--- src/rtl/iob_diff_nth_if.sv ---
// Streaming bus for iob_diff_nth: input sample vectors in, difference vectors out.
// The slave modport is the engine side; the master modport is the upstream/downstream side.
interface iob_diff_nth_if #(
    parameter int DATA_W   = 32,
    parameter int CHANNELS = 1
);
    logic                         in_valid;
    logic                         in_ready;
    logic [CHANNELS*DATA_W-1:0]   in_data;
    logic                         out_valid;
    logic                         out_ready;
    logic [CHANNELS*DATA_W-1:0]   out_data;
    logic [CHANNELS-1:0]          out_sat;

    modport slave (
        input  in_valid, in_data, out_ready,
        output in_ready, out_valid, out_data, out_sat
    );

    modport master (
        output in_valid, in_data, out_ready,
        input  in_ready, out_valid, out_data, out_sat
    );
endinterface

--- src/rtl/iob_diff_nth.sv ---
// Multi-channel N-th order difference engine with one output register,
// warm-up suppression after reset/clr and optional signed saturation.
module iob_diff_nth #(
    parameter int DATA_W   = 32,
    parameter int CHANNELS = 1,
    parameter int ORDER    = 1,
    parameter int SATURATE = 0,
    parameter int WARMUP   = 1
) (
    input  logic             clk,
    input  logic             rst_n,
    input  logic             clr,
    iob_diff_nth_if.slave    bus
);
    // One extra bit of headroom over the worst-case d^ORDER range keeps every stage exact.
    localparam int WF = DATA_W + ORDER + 1;
    typedef logic signed [WF-1:0] wide_t;
    localparam wide_t       SMAX = wide_t'((64'sd1 <<< (DATA_W - 1)) - 64'sd1);
    localparam wide_t       SMIN = -SMAX - wide_t'(1);
    localparam logic [2:0]  ORD3 = 3'(ORDER);

    logic                             r_vld;
    logic [CHANNELS-1:0][DATA_W-1:0]  r_data;
    logic [CHANNELS-1:0]              r_sat;
    logic [2:0]                       r_cnt;

    logic                             w_acc;
    logic                             w_sup;
    logic [2:0]                       w_cnt;
    logic [CHANNELS-1:0][DATA_W-1:0]  w_out;
    logic [CHANNELS-1:0]              w_sat;

    assign bus.in_ready  = !r_vld || bus.out_ready;
    assign bus.out_valid = r_vld;
    assign bus.out_data  = r_data;
    assign bus.out_sat   = r_sat;

    assign w_acc = bus.in_valid && bus.in_ready;
    // clr in the same cycle as an accept makes that sample see an empty history.
    assign w_cnt = clr ? 3'd0 : r_cnt;
    assign w_sup = (WARMUP != 0) && (w_cnt < ORD3);

    for (genvar c = 0; c < CHANNELS; c++) begin : g_ch
        wide_t r_h   [ORDER];
        wide_t w_tap [ORDER];
        wide_t w_res;
        logic  w_hi;
        logic  w_lo;

        always_comb begin
            wide_t acc;
            acc = wide_t'($signed(bus.in_data[c*DATA_W +: DATA_W]));
            for (int k = 0; k < ORDER; k++) begin
                w_tap[k] = acc;
                acc      = acc - (clr ? wide_t'(0) : r_h[k]);
            end
            w_res = acc;
        end

        assign w_hi = (SATURATE != 0) && (w_res > SMAX);
        assign w_lo = (SATURATE != 0) && (w_res < SMIN);
        assign w_sat[c] = w_hi || w_lo;
        assign w_out[c] = w_hi ? SMAX[DATA_W-1:0] :
                          w_lo ? SMIN[DATA_W-1:0] : w_res[DATA_W-1:0];

        always_ff @(posedge clk or negedge rst_n) begin
            if (!rst_n) begin
                for (int k = 0; k < ORDER; k++) r_h[k] <= '0;
            end else if (w_acc) begin
                for (int k = 0; k < ORDER; k++) r_h[k] <= w_tap[k];
            end else if (clr) begin
                for (int k = 0; k < ORDER; k++) r_h[k] <= '0;
            end
        end
    end

    always_ff @(posedge clk or negedge rst_n) begin
        if (!rst_n) begin
            r_vld  <= 1'b0;
            r_data <= '0;
            r_sat  <= '0;
            r_cnt  <= '0;
        end else begin
            if (w_acc) begin
                r_vld <= !w_sup;
                if (!w_sup) begin
                    r_data <= w_out;
                    r_sat  <= w_sat;
                end
            end else if (bus.out_ready) begin
                r_vld <= 1'b0;
            end

            if (w_acc)
                r_cnt <= (w_cnt == ORD3) ? ORD3 : w_cnt + 3'd1;
            else if (clr)
                r_cnt <= '0;
        end
    end
endmodule

--- src/flat_wrapper.sv ---
// flat-port wrapper written by rule: the top's interface ports become plain ports
module iob_diff_nth_flat 
#(
    parameter int DATA_W   = 32,
    parameter int CHANNELS = 1,
    parameter int ORDER    = 1,
    parameter int SATURATE = 0,
    parameter int WARMUP   = 1
)
  (clk, rst_n, clr, bus_in_valid, bus_in_data, bus_out_ready, bus_in_ready, bus_out_valid, bus_out_data, bus_out_sat);
  iob_diff_nth_if #(.DATA_W(DATA_W), .CHANNELS(CHANNELS)) bus_i ();
  input  logic clk;
  input  logic rst_n;
  input  logic clr;
  input wire logic [$bits(bus_i.in_valid)-1:0] bus_in_valid;
  input wire logic [$bits(bus_i.in_data)-1:0] bus_in_data;
  input wire logic [$bits(bus_i.out_ready)-1:0] bus_out_ready;
  output wire logic [$bits(bus_i.in_ready)-1:0] bus_in_ready;
  output wire logic [$bits(bus_i.out_valid)-1:0] bus_out_valid;
  output wire logic [$bits(bus_i.out_data)-1:0] bus_out_data;
  output wire logic [$bits(bus_i.out_sat)-1:0] bus_out_sat;
  assign bus_i.in_valid = bus_in_valid;
  assign bus_i.in_data = bus_in_data;
  assign bus_i.out_ready = bus_out_ready;
  assign bus_in_ready = bus_i.in_ready;
  assign bus_out_valid = bus_i.out_valid;
  assign bus_out_data = bus_i.out_data;
  assign bus_out_sat = bus_i.out_sat;
  iob_diff_nth #(.DATA_W(DATA_W), .CHANNELS(CHANNELS), .ORDER(ORDER), .SATURATE(SATURATE), .WARMUP(WARMUP)) u_core (.clk(clk), .rst_n(rst_n), .clr(clr), .bus(bus_i));
endmodule
--- config.mk ---
export PLATFORM = sky130hd
export DESIGN_NAME = iob_diff_nth_flat
export DESIGN_NICKNAME = d
export VERILOG_FILES = /design/src/rtl/iob_diff_nth_if.sv /design/src/rtl/iob_diff_nth.sv /design/src/flat_wrapper.sv
export SDC_FILE = /design/constraint.sdc
export NUM_CORES = 1
export LEC_CHECK = 0
export CELL_PAD_IN_SITES_DETAIL_PLACEMENT = 0
export CELL_PAD_IN_SITES_GLOBAL_PLACEMENT = 2
export CORE_UTILIZATION = 34
export CTS_BUF_LIST = sky130_fd_sc_hd__clkbuf_4
export CTS_CLUSTER_DIAMETER = 80
export DETAILED_ROUTE_END_ITERATION = 7
export PLACE_DENSITY = 0.81
export SLEW_MARGIN = 20
export SYNTH_ARGS = -nofsm -noshare
export SYNTH_HDL_FRONTEND = slang
export SYNTH_SLANG_ARGS = --single-unit
export TNS_END_PERCENT = 20
--- constraint.sdc ---
create_clock -name clk -period 3.2 [get_ports clk]
set_clock_uncertainty 0.2 [all_clocks]
set_input_delay 0.8 -clock clk [delete_from_list [all_inputs] [get_ports clk]]
set_output_delay 0.8 -clock clk [all_outputs]
set_load 0.02 [all_outputs]
==> reports/metrics.csv, run 1 <==
metric,value,unit
outcome,"finished, final reports clean",
drt total wl,15400,um
area growth from synthesis to layout,43.5,%
sw frac,36.4,%
Fin Setup TNS,0,ns
CP Launch Point,clr,
# port buffers,70,
starting density of the core,35.1,%
vias in the first global route,5001,
sequential cell area,1700,um^2
crit path DAT,3.22,ns
via count,4910,
maximum vdd drop,271,uV
grt ovf,0,
setup ws final,0.139,ns
Static Leak,3.12,nW
Pins Over Slew Limit,0,
MaxCap Viol Count,0,
worst setup path category,in2reg,
cell area after synthesis,4880,um^2
Net Switching,1.16,mW
Slew HR,48.5,%
Placed Instances,928,
Reg2Reg Depth,11,
Final Critical Period,3.06,ns
drt drc,0,
Rows,43,
Hold Crit Class,in2async,
reg2reg start,u_core.g_ch[0].r_h[0]$_DFF_PN0_,
initial drt markers,190,
most common cell in the synthesized netlist,nand2_1,
crit path max fanout,16,
Via-to-Cell Ratio,5.20,
Setup crit end kind,register,
slowest CP cell,a221oi_4,
Clock transition at path regs,0.12,ns
final hold viol count,0,
CTS Hold Buffers Added,0,
post-synthesis register bit count,68,
# diodes,0,
chip width,122,um
root buffer cell,clkbuf_4,
I/O pin cnt,72,
Flop pwr share,34.3,%
post-route cell area,7010,um^2
warnings from Yosys,0,
RSZ-0062 raised after global routing,false,
CORE AREA,13900,um^2
Tcrit/Tclk final,95.7,%
crit path to,u_core.bus.out_data[18]$_DFFE_PN0P_,
CTS tree,built,
"EDFF count, synth",0,
crit-path cells,dlygate4sd2_1 -> buf_12 -> nand2b_4 -> ha_2 -> a21o_1 -> a21o_1 -> a221oi_4 -> buf_4 -> a21oi_1 -> o21a_1 -> o31ai_1,
Nets,833,
"Avg Cell Area, Syn",8.44,um^2
"top cells by area, synth","dfrtp_1 (35%), ha_1 (9.0%), nand2_1 (8.0%)",
fmax,327,MHz
post-synth top area share,34.8,%
# H-tree levels,3,
sequential share of the synthesized area,34.8,%
Die Area,14800,um^2
initial antenna violation count,0,
Tot GR Track Use,21.8,%
layout cell share with drive strength beyond 1,24.2,%
worst slew pin tran,0.763,ns
fin cells,945,
first-pass GRT wire length,24700,um
top_reg_cell synth,dfrtp_1,
1st-pass router iterations,4,
CTS Sinks,68,
DP Area,6720,um^2
Pint,2.04,mW
DP HPWL,12200,um
cell taking the most area after synthesis,dfrtp_1,
r2r setup slk,0.51,ns
Vert. Die Dim,122,um
RD Place Congestion,0.908,
Power Total,3.20,mW
Required @ worst endpoint,3.36,ns
power density over the cells,457,nW/um^2
CTS buffer count,9,
DR WL/cell,16.3,um
clock latency on the worst-skew pair,0.47,ns
Post-synth ARST share,100,%
Logic pwr share,44.9,%
Synth Instances,579,
clock share of power,20.7,%
Post-Syn Nets,652,
r2r endpoint,u_core.bus.out_data[22]$_DFFE_PN0P_,
Synth cell types,66,
Routed Antenna Nets,0,
setup violators final,0,
pre-CTS WS,-0.681,ns
Crit path top cell by count,a21o_1,
clk buf depth,2,
top post-synthesis cells by count,"nand2_1 (104), dfrtp_1 (68), o21ai_0 (58)",
CP peak stage delay,0.42,ns
critical path launch point type,primary input,
Fillers,1351,
largest net degree at the start of global routing,43,
area of the multi-input gates,3150,um^2
## cells in the final DEF (no fill, tap or decap), types with 4 or more instances in the layout
cell type	n
a211oi_1	5
a21o_1	21
a21oi_1	28
a21oi_2	5
and3_1	4
buf_12	5
buf_4	129
clkbuf_4	10
clkdlybuf4s50_1	68
dfrtp_1	68
ha_1	32
inv_1	4
nand2_1	104
nand2b_1	33
nand3_1	20
nand4_1	10
nor2_1	24
nor3_1	11
o211ai_1	4
o21a_1	14
o21ai_0	57
o31ai_1	8
xnor2_1	10
xor2_1	6
## cell families (layout without fill, tap and decap cells)
logic type	after synthesis	count (layout)	synth area share, %
AND/OR/NAND/NOR	233	233	23.2
AO/OA/AOI/OAI	186	186	25.9
flip-flops	68	68	34.8
buffers and inverters	38	224	3.51
adder cells (fa/ha/maj)	36	36	9.38
XOR/XNOR	16	16	2.87
other	1	1	0.0768
multiplexers	1	1	0.231
## power by group through the flow
stage | Sequential (mW) | Clock (mW) | Combinational (mW)
4_1_cts | 1.10 | 0.688 | 1.43
3_3_place_gp | 1.11 | 0 | 1.41
3_5_place_dp | 1.12 | 0 | 1.42
2_1_floorplan | 1.26 | 0 | 0.568
6_report | 1.10 | 0.664 | 1.44
5_1_grt | 1.12 | 0.712 | 1.57
## repair_timing
action,in CTS,in global routing
setup endpoints to repair,17,14
gates cloned,0,0
pin swaps,1,4
buffers inserted,0,1
gates resized for setup,10,18
## worst min-delay path by stage
stage          slack, ns                             endpoint                                start  depth (start not counted)
4_1_cts             0.07     u_core.g_ch[0].r_h[21]$_DFF_PN0_                                rst_n                          1
6_report            0.09      u_core.g_ch[0].r_h[1]$_DFF_PN0_                                rst_n                          1
2_1_floorplan       0.30   u_core.bus.out_data[0]$_DFFE_PN0P_                                rst_n                          0
3_5_place_dp        0.27  u_core.bus.out_data[22]$_DFFE_PN0P_  u_core.bus.out_data[22]$_DFFE_PN0P_                          2
5_1_grt             0.11  u_core.bus.out_data[31]$_DFFE_PN0P_                                rst_n                          1
3_3_place_gp        0.26  u_core.bus.out_data[20]$_DFFE_PN0P_  u_core.bus.out_data[20]$_DFFE_PN0P_                          2
## layout make-up
type,instances,area share (%)
clock buffers,10,1.07
clock inverters,6,1.12
inverters,4,0.214
multi-input cells,473,44.9
flip-flops and latches,68,24.3
well taps,180,3.21
repair buffers,204,25.2
## flip-flops by register name (all words and copies together), names as in the netlist
signal,cells
u_core.bus.out_data,32
u_core.bus.out_valid,1
u_core.g_ch.r_h,32
u_core.r_cnt,3
## routing by layer
metal | part of all wire (%) | global-route usage, % | vias to the layer above
met5 | 0 | 0 | -
met4 | 3.8 | 12.6 | 0
met3 | 2.9 | 2.53 | 33
met2 | 51 | 38.2 | 93
met1 | 43 | 25.7 | 2327
li1 | - | - | 2457
## worst max-delay path, delay by kind of cell
kind | cells | cell delay [ns]
AOI/OAI and AO/OA | 6 | 1.30
adders and majority gates | 1 | 0.32
and+or+nand+nor | 1 | 0.14
buffers and inverters | 3 | 0.64
## per-stage QoR
step | hold WS (ns) | util, %
floorplan | 0.304 | -
global placement | 0.264 | 48.2
detailed placement | 0.273 | 48.2
CTS | 0.0734 | 49.6
global route | 0.114 | 50.3
finish | 0.0896 | 50.3
No activity file was read; power rests on OpenSTA's default activity.
==> inputs of run 2 (changes only) <==
--- a/config.mk
+++ b/config.mk
@@ -8,7 +8,7 @@
 export CELL_PAD_IN_SITES_DETAIL_PLACEMENT = 0
 export CELL_PAD_IN_SITES_GLOBAL_PLACEMENT = 2
 export CORE_UTILIZATION = 34
-export CTS_BUF_LIST = sky130_fd_sc_hd__clkbuf_4
+export CTS_BUF_LIST = sky130_fd_sc_hd__clkbuf_8
 export CTS_CLUSTER_DIAMETER = 80
 export DETAILED_ROUTE_END_ITERATION = 7
 export PLACE_DENSITY = 0.81
==> run 2 against run 1 <==
- sequential power about the same
- hold slack gained 0.11 ns
- fmax down 0.36%
- clock-buffer cell count unchanged
- register-to-register slack got worse by 0.07 ns
- setup slack worse by 0.011 ns
- core utilization grew 2.0 points
- first-iteration DRC count decreased by 26%
- non-clock buffer count is 3 higher
- routed wire length up 1.3%
- cell area grew 4.0%
- highest routed layer unchanged
==> reports/metrics.csv, run 2 (same netlist as run 1, synthesis figures left out) <==
metric,value,unit,change
outcome,"finished, final reports clean",,unchanged
clock latency on the worst-skew pair,0.37,ns,was 0.47 ns
"commonest non-fill, non-tap cell in the layout",buf_4,,unchanged
grt ovf,0,,unchanged
MaxCap Viol Count,0,,unchanged
# H-tree levels,3,,unchanged
maximum vdd drop,230,uV,was 271 uV
I/O pin cnt,72,,unchanged
Vert. Die Dim,122,um,unchanged
RSZ-0062 raised after global routing,false,,unchanged
worst setup path category,in2reg,,unchanged
Static Leak,3.20,nW,was 3.12 nW
via count,4988,,was 4910
Tot GR Track Use,21.8,%,unchanged
final hold viol count,0,,unchanged
DR WL/cell,16.5,um,was 16.3 um
most frequent cells in the layout,"buf_4 (132), nand2_1 (104), dfrtp_1 (68)",,"was buf_4 (129), nand2_1 (104), clkdlybuf4s50_1 (68), dfrtp_1 (68), o21ai_0 (57)"
drt drc,0,,unchanged
Clock transition at path regs,0.08,ns,was 0.12 ns
# port buffers,70,,unchanged
crit path DAT,3.14,ns,was 3.22 ns
Hold Crit Class,in2async,,unchanged
CTS buffer count,9,,unchanged
largest net degree at the start of global routing,43,,unchanged
CTS tree,built,,unchanged
Fin Setup TNS,0,ns,unchanged
Setup crit end kind,register,,unchanged
Post-Route Utilization,52.3,%,was 50.3%
layout cell share with drive strength beyond 1,27.6,%,was 24.2%
CORE AREA,13900,um^2,unchanged
Final Critical Period,3.07,ns,was 3.06 ns
Die Area,14800,um^2,unchanged
Rows,43,,unchanged
power density over the cells,467,nW/um^2,was 457 nW/um^2
Via-to-Cell Ratio,5.26,,was 5.20
root buffer cell,clkbuf_8,,was clkbuf_4
RD Place Congestion,0.908,,unchanged
drt total wl,15600,um,was 15400 um
WHS,0.202,ns,was 0.0896 ns
Pint,2.21,mW,was 2.04 mW
fmax,325,MHz,was 327 MHz
# diodes,0,,unchanged
CTS Sinks,68,,unchanged
Flop pwr share,32.3,%,was 34.3%
1st-pass router iterations,4,,unchanged
sw frac,35.2,%,was 36.4%
critical path launch point type,primary input,,unchanged
Pins Over Slew Limit,0,,unchanged
first-pass GRT wire length,24700,um,about the same
chip width,122,um,unchanged
Required @ worst endpoint,3.27,ns,was 3.36 ns
CTS Hold Buffers Added,0,,unchanged
starting density of the core,35.1,%,unchanged
setup violators final,0,,unchanged
clk buf depth,2,,unchanged
vias in the first global route,4976,,was 5001
Slew HR,59.5,%,was 48.5%
crit path max fanout,3,,was 16
Routed Antenna Nets,0,,unchanged
Logic pwr share,43.9,%,was 44.9%
Net Switching,1.20,mW,was 1.16 mW
Nets,836,,was 833
clock share of power,23.8,%,was 20.7%
worst slew pin tran,0.598,ns,was 0.763 ns
Power Total,3.40,mW,was 3.20 mW
initial drt markers,140,,was 190
Tcrit/Tclk final,96.0,%,was 95.7%
DP HPWL,12200,um,unchanged
area growth from synthesis to layout,49.2,%,was 43.5%
Reg2Reg Depth,10,,was 11
initial antenna violation count,0,,unchanged
run 2: metrics by stage:
step / worst slack, ns / std cells / area, um^2
2_1_floorplan: 0.00429 / 579 / 4920
5_1_grt: 0.0739 / 948 / 7290
3_5_place_dp: -0.681 / 928 / 6720
6_report: 0.128 / 948 / 7290
3_3_place_gp: -0.624 / 928 / 6720
4_1_cts: -0.00678 / 944 / 7000
run 2: final timing paths:
| check | start | endpoint | slack [ns] |
|---|---|---|---|
| max | bus_in_data[12] | u_core.bus.out_data[18]$_DFFE_PN0P_ | 0.13 |
| min | rst_n | u_core.g_ch[0].r_h[21]$_DFF_PN0_ | 0.20 |
| max reg2reg | u_core.g_ch[0].r_h[0]$_DFF_PN0_ | u_core.bus.out_data[30]$_DFFE_PN0P_ | 0.44 |
| min reg2reg | u_core.bus.out_data[4]$_DFFE_PN0P_ | u_core.bus.out_data[4]$_DFFE_PN0P_ | 0.28 |
| max in group asynchronous | rst_n | u_core.bus.out_data[19]$_DFFE_PN0P_ | 1.90 |
| min in group clk | u_core.bus.out_data[4]$_DFFE_PN0P_ | u_core.bus.out_data[4]$_DFFE_PN0P_ | 0.28 |
run 2: final cells by class:
class	instances	area, um^2
Clock buffer	10	138
Clock inverter	6	78.8
Fill cell	1317	6650
Inverter	4	15.0
Multi-Input combinational cell	473	3340
Sequential cell	68	1700
Tap cell	180	225
Timing Repair Buffer	207	1780
run 2: worst max-delay path: stages:
cell	delay, ns
clkdlybuf4s50_1	0.65
ha_4	0.26
buf_4	0.13
a21o_1	0.20
a221oi_4	0.43
buf_4	0.19
a21oi_1	0.06
o21a_1	0.19
o31ai_2	0.22
run 2: timing repair:
action / CTS / global route
pin swaps: 2 / 17
setup buffers: 0 / 4
setup endpoints to repair: 19 / 16
gates resized for setup: 16 / 43
run 2: metal layers:
| layer | track usage [%] | wire [um] | vias up |
|---|---|---|---|
| li1 | - | - | 2464 |
| met1 | 25.6 | 6580 | 2386 |
| met2 | 38.5 | 7990 | 106 |
| met3 | 3.89 | 593 | 32 |
| met4 | 10.0 | 444 | 0 |
| met5 | 0 | 0 | - |
run 2: power groups by stage:
stage                     Combinational [mW]  Sequential, mW  Clock, mW
after floorplan                        0.568            1.26          0
after global placement                  1.41            1.11          0
after detailed placement                1.42            1.12          0
after CTS                               1.43            1.11      0.838
after global routing                    1.63            1.12      0.871
final                                   1.49            1.10      0.810
==> inputs of run 3 (changes only) <==
==> constraint.sdc (replaced) <==
create_clock -name clk -period 3.2 [get_ports clk]
set_clock_uncertainty 0.2 [all_clocks]
set_input_delay 0.48 -clock clk [delete_from_list [all_inputs] [get_ports clk]]
set_output_delay 0.48 -clock clk [all_outputs]
set_load 0.02 [all_outputs]
==> run 3 against run 2 <==
- clock power shrank 6.9%
- hold slack gained 0.077 ns
- non-clock buffer count shrank 10
- power shrank 4.3%
==> reports/metrics.csv, run 3 (same netlist as run 1, synthesis figures left out) <==
metric,value,unit,change
# diodes,0,,unchanged
clk buf depth,2,,unchanged
"commonest non-fill, non-tap cell in the layout",buf_4,,unchanged
outcome,"finished, final reports clean",,unchanged
largest net degree at the start of global routing,59,,was 43
crit path max fanout,4,,was 3
initial antenna violation count,0,,unchanged
Hold Crit Start,u_core.bus.out_data[5]$_DFFE_PN0P_,,
power density over the cells,474,nW/um^2,was 467 nW/um^2
slowest CP cell,clkdlybuf4s50_1,,unchanged
area growth from synthesis to layout,40.8,%,was 49.2%
RSZ-0062 raised after global routing,false,,unchanged
Static Leak,3.08,nW,was 3.20 nW
starting density of the core,35.1,%,unchanged
CORE AREA,13900,um^2,unchanged
Tot GR Track Use,21.0,%,was 21.8%
Setup crit end kind,register,,unchanged
Hold Crit Class,reg2reg,,was in2async
post-route cell area,6880,um^2,was 7290 um^2
DP Area,6630,um^2,was 6720 um^2
Nets,826,,was 836
final hold viol count,0,,unchanged
drt total wl,14600,um,was 15600 um
Flop pwr share,34.2,%,was 32.3%
Vert. Die Dim,122,um,unchanged
CP peak stage delay,0.48,ns,was 0.65 ns
setup violators final,0,,unchanged
critical path launch point type,primary input,,unchanged
Buf/Inv on CP,3,,unchanged
Pint,2.08,mW,was 2.21 mW
Fillers,1336,,was 1317
maximum vdd drop,188,uV,was 230 uV
crit-path cells,clkdlybuf4s50_1 -> inv_1 -> ha_1 -> fa_1 -> nor2b_2 -> o2111a_1 -> o21ai_2 -> a2111oi_1 -> buf_4 -> nor3_1 -> o31ai_1,,was clkdlybuf4s50_1 -> ha_4 -> buf_4 -> a21o_1 -> a221oi_4 -> buf_4 -> a21oi_1 -> o21a_1 -> o31ai_2
chip width,122,um,unchanged
worst setup path category,in2reg,,unchanged
layout cell share with drive strength beyond 1,21.5,%,was 27.6%
sw frac,36.3,%,was 35.2%
MaxCap Viol Count,0,,unchanged
Required @ worst endpoint,3.27,ns,about the same
via count,4820,,was 4988
root buffer cell,clkbuf_8,,unchanged
pre-CTS WS,-0.439,ns,was -0.681 ns
Die Area,14800,um^2,unchanged
# H-tree levels,3,,unchanged
CTS tree,built,,unchanged
clock latency on the worst-skew pair,0.38,ns,was 0.37 ns
Logic pwr share,42.7,%,was 43.9%
Routed Antenna Nets,0,,unchanged
most frequent cells in the layout,"buf_4 (122), nand2_1 (104), clkdlybuf4s50_1 (68), dfrtp_1 (68), o21ai_0 (57)",,"was buf_4 (132), nand2_1 (104), dfrtp_1 (68)"
CTS buffer count,9,,unchanged
DP HPWL,11400,um,was 12200 um
first-pass GRT wire length,24100,um,was 24700 um
# port buffers,70,,unchanged
setup ws final,0.223,ns,was 0.128 ns
Tcrit/Tclk final,93.0,%,was 96.0%
WHS,0.279,ns,was 0.202 ns
Pins Over Slew Limit,0,,unchanged
Clock transition at path regs,0.08,ns,about the same
1st-pass router iterations,4,,unchanged
Via-to-Cell Ratio,5.14,,was 5.26
Final Critical Period,2.98,ns,was 3.07 ns
I/O pin cnt,72,,unchanged
Rows,43,,unchanged
clock share of power,23.1,%,was 23.8%
fmax,336,MHz,was 325 MHz
vias in the first global route,4957,,was 4976
drt drc,0,,unchanged
DR WL/cell,15.5,um,was 16.5 um
Crit path max-delay family,compound AO/OA/AOI/OAI gates,,unchanged
Slew HR,52.7,%,was 59.5%
CTS Sinks,68,,unchanged
crit path DAT,3.05,ns,was 3.14 ns
RD Place Congestion,0.870,,was 0.908
reg2reg start,u_core.g_ch[0].r_h[0]$_DFF_PN0_,,unchanged
Net Switching,1.18,mW,was 1.20 mW
grt ovf,0,,unchanged
worst slew pin tran,0.709,ns,was 0.598 ns
initial drt markers,230,,was 140
CP Launch Point,bus_in_data[0],,was bus_in_data[12]
## run 3: metal layers
| metal | GRT usage [%] | part of all wire [%] | up-vias |
|---|---|---|---|
| li1 | - | - | 2433 |
| met1 | 26.3 | 46 | 2263 |
| met2 | 35.2 | 48 | 98 |
| met3 | 2.95 | 3.1 | 26 |
| met4 | 10.0 | 2.5 | 0 |
| met5 | 0 | 0 | - |
## run 3: final cells by class
class | instances | area (um^2) | area share (%)
clock buffer | 10 | 138 | 2.00
clock inverter | 6 | 63.8 | 0.928
inverter | 4 | 15.0 | 0.218
multi-input combinational | 473 | 3040 | 44.2
sequential | 68 | 1700 | 24.7
tap | 180 | 225 | 3.28
timing repair buffer | 197 | 1700 | 24.7
## run 3: worst paths after layout
| kind | to | slack [ns] | depth (start not counted) |
|---|---|---|---|
| setup / recovery | u_core.bus.out_data[24]$_DFFE_PN0P_ | 0.22 | 11 |
| hold / removal | u_core.bus.out_data[5]$_DFFE_PN0P_ | 0.28 | 2 |
| setup reg to reg | u_core.bus.out_data[24]$_DFFE_PN0P_ | 0.36 | 10 |
| hold reg to reg | u_core.bus.out_data[5]$_DFFE_PN0P_ | 0.28 | 2 |
| max in group asynchronous | u_core.bus.out_data[11]$_DFFE_PN0P_ | 1.63 | 3 |
| min in group asynchronous | u_core.bus.out_data[28]$_DFFE_PN0P_ | 0.49 | 2 |
## run 3: through the flow
stage | cells | setup TNS, ns | utilization [%] | power [mW]
2_1_floorplan | 579 | 0 | - | 1.82
3_3_place_gp | 921 | -4.51 | 47.6 | 2.51
3_5_place_dp | 921 | -5.35 | 47.6 | 2.52
4_1_cts | 938 | 0 | 49.2 | 3.30
5_1_grt | 938 | 0 | 49.3 | 3.49
6_report | 938 | 0 | 49.3 | 3.26
## run 3: worst reg2reg max path: cells and delay by family, from the launching register on
| kind | cells | cell delay (ns) |
|---|---|---|
| AO/OA/AOI/OAI | 4 | 1.02 |
| adder cells (fa/ha/maj) | 2 | 0.62 |
| buffers and inverters | 1 | 0.18 |
| flip-flops | 1 | 0.37 |
| AND/OR/NAND/NOR | 3 | 0.36 |
## run 3: timing repair
action | CTS | global route
hold endpoints to repair | 26 | 0
hold buffers | 1 | 0
buffers inserted | 0 | 0
pin swaps | 0 | 1
resized for setup | 1 | 9
endpoints found under the setup margin | 1 | 16
## run 3: power groups by stage
stage                     Sequential [mW]  Combinational [mW]  Clock (mW)
final                                1.11                1.39       0.754
after global routing                 1.13                1.53       0.820
after CTS                            1.12                1.40       0.785
after detailed placement             1.13                1.39           0
after global placement               1.13                1.38           0
after floorplan                      1.26               0.563           0
